`src/rtl/i2c_codec_cfg_seq.sv`:
```
// i2c_codec_cfg_seq: walks the WM8731 mic-path register table through i2c_master's write handshake.
// Define I2C_SEQ_RETRY_EN to resend a NACKed entry up to MAX_RETRIES extra times before failing.
module i2c_codec_cfg_seq #(
    parameter logic [6:0] SLAVE_ADDR  = 7'h1A,
    parameter int         NUM_REGS    = 7,
    parameter int         GAP_CYCLES  = 4,
    parameter int         MAX_RETRIES = 3
) (
    input  logic       clk,
    input  logic       reset,
    input  logic       start,
    output logic       busy,
    output logic       done,
    output logic       fail,
    output logic [2:0] fail_index,
    output logic [6:0] slav_addr,
    output logic       read_not_write,
    output logic [7:0] reg_addr,
    output logic [7:0] write_data,
    output logic       write_valid,
    input  logic       write_ready,
    input  logic       error
);
    localparam int              GW    = (GAP_CYCLES > 1) ? $clog2(GAP_CYCLES) : 1;
    localparam logic [2:0]      LAST  = 3'(NUM_REGS - 1);
    localparam logic [GW-1:0]   GLAST = GW'((GAP_CYCLES > 0) ? GAP_CYCLES - 1 : 0);

    typedef enum logic [2:0] {IDLE, SEND, WAIT_DONE, CHECK, GAP, DONE, FAIL} state_t;

    state_t        state;
    logic [2:0]    index;
    logic [2:0]    next_index;
    logic [GW-1:0] gcnt;
    logic          err_q;
    logic          wv_q;
    logic          exhausted;

    function automatic logic [15:0] entry(input logic [2:0] i);
        case (i)
            3'd0:    return 16'h1E00;
            3'd1:    return 16'h0C00;
            3'd2:    return 16'h0815;
            3'd3:    return 16'h0A00;
            3'd4:    return 16'h0E02;
            3'd5:    return 16'h1000;
            default: return 16'h1201;
        endcase
    endfunction

    assign slav_addr      = SLAVE_ADDR;
    assign read_not_write = 1'b0;
    // Gated so a reset landing mid-SEND can never complete a handshake with the master
    assign write_valid    = wv_q && !reset;
    assign next_index     = err_q ? index : index + 3'd1;

`ifdef I2C_SEQ_RETRY_EN
    localparam int            RW   = (MAX_RETRIES > 0) ? $clog2(MAX_RETRIES + 1) : 1;
    localparam logic [RW-1:0] RMAX = RW'(MAX_RETRIES);
    logic [RW-1:0] retry;
    assign exhausted = (retry == RMAX);
    always_ff @(posedge clk) begin
        if (reset || state == IDLE || state == DONE || state == FAIL)
            retry <= '0;
        else if (state == CHECK && !(err_q && exhausted))
            retry <= err_q ? retry + 1'b1 : '0;
    end
`else
    assign exhausted = 1'b1;
`endif

    always_ff @(posedge clk) begin
        if (reset) begin
            state      <= IDLE;
            busy       <= 1'b0;
            done       <= 1'b0;
            fail       <= 1'b0;
            fail_index <= 3'd0;
            wv_q       <= 1'b0;
            reg_addr   <= 8'h00;
            write_data <= 8'h00;
            index      <= 3'd0;
            gcnt       <= '0;
            err_q      <= 1'b0;
        end else begin
            case (state)
                IDLE, DONE, FAIL: if (start) begin
                    state                  <= SEND;
                    index                  <= 3'd0;
                    busy                   <= 1'b1;
                    done                   <= 1'b0;
                    fail                   <= 1'b0;
                    wv_q                   <= 1'b1;
                    {reg_addr, write_data} <= entry(3'd0);
                end
                SEND: if (write_ready) begin
                    state <= WAIT_DONE;
                    wv_q  <= 1'b0;
                end
                // error is only valid on the first cycle write_ready returns, so capture it here
                WAIT_DONE: if (write_ready) begin
                    state <= CHECK;
                    err_q <= error;
                end
                CHECK: begin
                    if (!err_q && index == LAST) begin
                        state <= DONE;
                        busy  <= 1'b0;
                        done  <= 1'b1;
                    end else if (err_q && exhausted) begin
                        state      <= FAIL;
                        busy       <= 1'b0;
                        fail       <= 1'b1;
                        fail_index <= index;
                    end else begin
                        index <= next_index;
                        if (GAP_CYCLES == 0) begin
                            state                  <= SEND;
                            wv_q                   <= 1'b1;
                            {reg_addr, write_data} <= entry(next_index);
                        end else begin
                            state <= GAP;
                            gcnt  <= '0;
                        end
                    end
                end
                GAP: if (gcnt == GLAST) begin
                    state                  <= SEND;
                    wv_q                   <= 1'b1;
                    {reg_addr, write_data} <= entry(index);
                end else begin
                    gcnt <= gcnt + 1'b1;
                end
                default: state <= IDLE;
            endcase
        end
    end
endmodule

```
`config.mk`:
```
export PLATFORM = sky130hd
export DESIGN_NAME = i2c_codec_cfg_seq
export DESIGN_NICKNAME = d
export VERILOG_FILES = /design/src/rtl/i2c_codec_cfg_seq.sv
export SDC_FILE = /design/constraint.sdc
export NUM_CORES = 1
export LEC_CHECK = 0
export ABC_AREA = 1
export CORE_ASPECT_RATIO = 1.4
export CORE_UTILIZATION = 30
export CTS_CLUSTER_SIZE = 8
export DETAILED_ROUTE_END_ITERATION = 8
export HOLD_SLACK_MARGIN = 0.03
export MAX_ROUTING_LAYER = met4
export SYNTH_ARGS = -nofsm -noshare
export SYNTH_HDL_FRONTEND = slang
export SYNTH_SLANG_ARGS = --single-unit
```
`constraint.sdc`:
```
create_clock -name clk -period 2 [get_ports clk]
set_input_delay 0.4 -clock clk [delete_from_list [all_inputs] [get_ports clk]]
set_output_delay 0.4 -clock clk [all_outputs]
set_load 0.01 [all_outputs]
```
==> reports/summary.txt <==
Seq cells post-synth -> 23
TritonCTS clock tree -> yes
Sw Pwr -> 870.4 uW
Final min period -> 1.935 ns
Reg power frac -> 0.359
hold crit path type -> reg2reg
Critical Path RT -> 1.60 ns
ANT cells -> 0
RSZ-0062 raised after global routing -> no
DRC -> 0
GR Overflow Total -> 0
grt met1 use -> 0.1315
Tcrit/Tclk final -> 0.9674
H-tree levels -> 1
ANT nets after route -> 0
critical path type -> in2out
Max IR drop VDD -> 0.4766 mV
Worst-path clk slew -> 0.09 ns
area grow syn2layout -> 15.97%
most used cell, CP -> clkdlybuf4s50_1
Startpoint Class -> primary input
Avg Synthesized Cell Area -> 7.130 sq um
commonest non-fill, non-tap cell in the layout -> nand2_1
vias in the first global route -> 999
Clock Sinks -> 23
Setup-failing EPs final -> 0
DR iter-0 viols -> 12
nets@finish -> 218
power per cell area -> 1303 nW/um^2
clock power share -> 0.145
post-CTS setup buffers -> 0
pin count of the biggest net entering global routing -> 17
DP HPWL -> 1.897 mm
total track usage -> 0.1203
TritonRoute pass-1 iters -> 4
CTS root buffer -> clkbuf_8
final slew viol count -> 0
core footprint -> 4274 sq um
Vias per Instance -> 4.243
Die Y -> 81.30 microns
hold_buf cts -> 0
Final TNS setup -> 0 ns
port buffer count -> 19
Slowest-stage cell, CP -> clkdlybuf4s50_1
Routed Wire Length -> 2.454 mm
dpl cell area -> 1516 sq um
final worst setup slack -> 0.06512 ns
Synth cell types -> 27
GR peak layer -> met2
WL per Instance -> 9.191 microns
max frequency -> 516.8 MHz
critical path cell sequence -> clkdlybuf4s50_1 -> nor2_1 -> clkdlybuf4s50_1
Critical Path Fanout Max -> 2
Top Ports -> 36
Die W -> 58.65 microns
Critical Path AT -> 1.53 ns
status -> complete, no violations
Int Pwr -> 1.166 mW
worst-skew pair later-pin latency -> 0.27 ns
met2 Use GR -> 0.2011
final core utilization -> 0.3656
Syn Inst Count -> 189
commonest non-fill, non-tap cells in the layout -> nand2_1 (42), dfxtp_1 (23), nor2_1 (19), clkdlybuf4s50_1 (19), inv_1 (17)
Syn. warnings -> 0
cts bufs inserted -> 3
num rows -> 28
Crit. End Element -> output port
die area -> 4768 sq um
post-cts sizing count -> 0
mapped cell area -> 1348 sq um
Slowest Stage Delay on Critical Path -> 0.54 ns
detailed-route via count -> 1133
Placement Setup Slack -> 0.06531 ns
routability-driven placement congestion ratio -> 0.7570
maxcap violations -> 0
endpoints failing hold -> 0
sequential fraction of the synthesis area -> 0.3417
Layout Skew -> 0.005724 ns
Max clock buf depth -> 2
switching part of the total -> 0.4274
first-pass GRT wire length -> 4.243 mm
met3 usage in global routing -> 0.02229
Tot Pwr -> 2.036 mW
initial core utilization -> 0.3153
layout cells sized above 1 -> 0.1063
Finished Cell Area -> 1563 sq um
combinational power share -> 0.497
Leakage -> 0.6952 nW
initial antenna violation count -> 0
-- path summary, 6_finish.rpt --
path,start,end,slack (ns),cells past startpoint
max,reset,write_valid,0.07,3
min,fail$_SDFFE_PP0P_,fail$_SDFFE_PP0P_,0.45,2
max reg2reg,index[1]$_SDFFE_PP0P_,reg_addr[2]$_SDFFE_PP0P_,0.51,7
min reg2reg,fail$_SDFFE_PP0P_,fail$_SDFFE_PP0P_,0.45,2
-- per-stage QoR --
stage | hold WS (ns) | std cells
finish | 0.4523 | 267
CTS | 0.4559 | 267
floorplan | 0.4343 | 203
detailed placement | 0.4342 | 263
global placement | 0.4387 | 263
global route | 0.4740 | 267
-- state kept, by name, summed over array words and instances (netlist names) --
signal / count
err_q: 1
busy: 1
write_data: 3
reg_addr: 4
fail: 1
state: 3
fail_index: 3
wv_q: 1
done: 1
index: 3
gcnt: 2
-- critical path, delay by kind of cell --
family / cells / cell delay, ns
buffers and inverters: 2 / 1.01
AND/OR/NAND/NOR: 1 / 0.12
-- power by group through the flow --
stage          logic [mW]  registers (mW)  clock network [mW]
3_3_place_gp         1.01           0.741                   0
3_5_place_dp         1.02           0.745                   0
5_1_grt              1.17           0.758               0.331
4_1_cts              1.02           0.734               0.308
6_report             1.01           0.731               0.295
2_1_floorplan       0.751           0.742                   0
-- logic make-up (layout without fill, tap and decap cells) --
group                      Yosys count  in the layout  share of synthesized area
other                                2             16                   0.005573
buffers and inverters               43             47                     0.1848
AOI/OAI and AO/OA                   25             25                    0.09935
adders and majority gates            5              5                    0.04643
DFF                                 23             23                     0.3417
and+or+nand+nor                     91             91                     0.3222
-- cells in the mapped netlist --
library cell	count	area, sq um
a21oi_1	15	75.07
buf_2	1	5.000
buf_4	17	127.6
buf_6	1	11.26
buf_8	1	15.01
clkbuf_2	1	5.000
clkinv_1	1	3.750
conb_1	2	7.510
dfxtp_1	23	460.4
ha_1	5	62.56
inv_1	17	63.81
inv_2	3	11.26
inv_4	1	6.260
nand2_1	42	157.7
nand2_2	3	18.77
nand2_4	3	33.78
nand3_1	15	75.07
nand3_2	2	20.02
nand4_1	3	18.77
nor2_1	19	71.32
nor2_2	1	6.260
nor2_8	1	20.02
o21a_1	1	7.510
o21ai_0	7	35.03
o22ai_1	1	6.260
o311a_1	1	10.01
or2_2	2	12.51
-- cell type report --
| class | count | area (sq um) |
|---|---|---|
| multi-input cells | 137 | 690.7 |
| flip-flops and latches | 23 | 460.4 |
| repair buffers | 21 | 205.2 |
| clock buffers | 3 | 41.29 |
| well taps | 60 | 75.07 |
| inverters | 22 | 85.08 |
| fillers | 487 | 2711 |
| clock inverters | 1 | 5.005 |
-- routing by layer --
layer | wire (microns) | share of wire | vias to the layer above
met1 | 1113 | 0.45 | 490
li1 | - | - | 601
met2 | 1145 | 0.47 | 34
met3 | 110 | 0.045 | 8
met5 | 0 | 0 | -
met4 | 83 | 0.034 | 0
(Power assumes the default switching activity.)
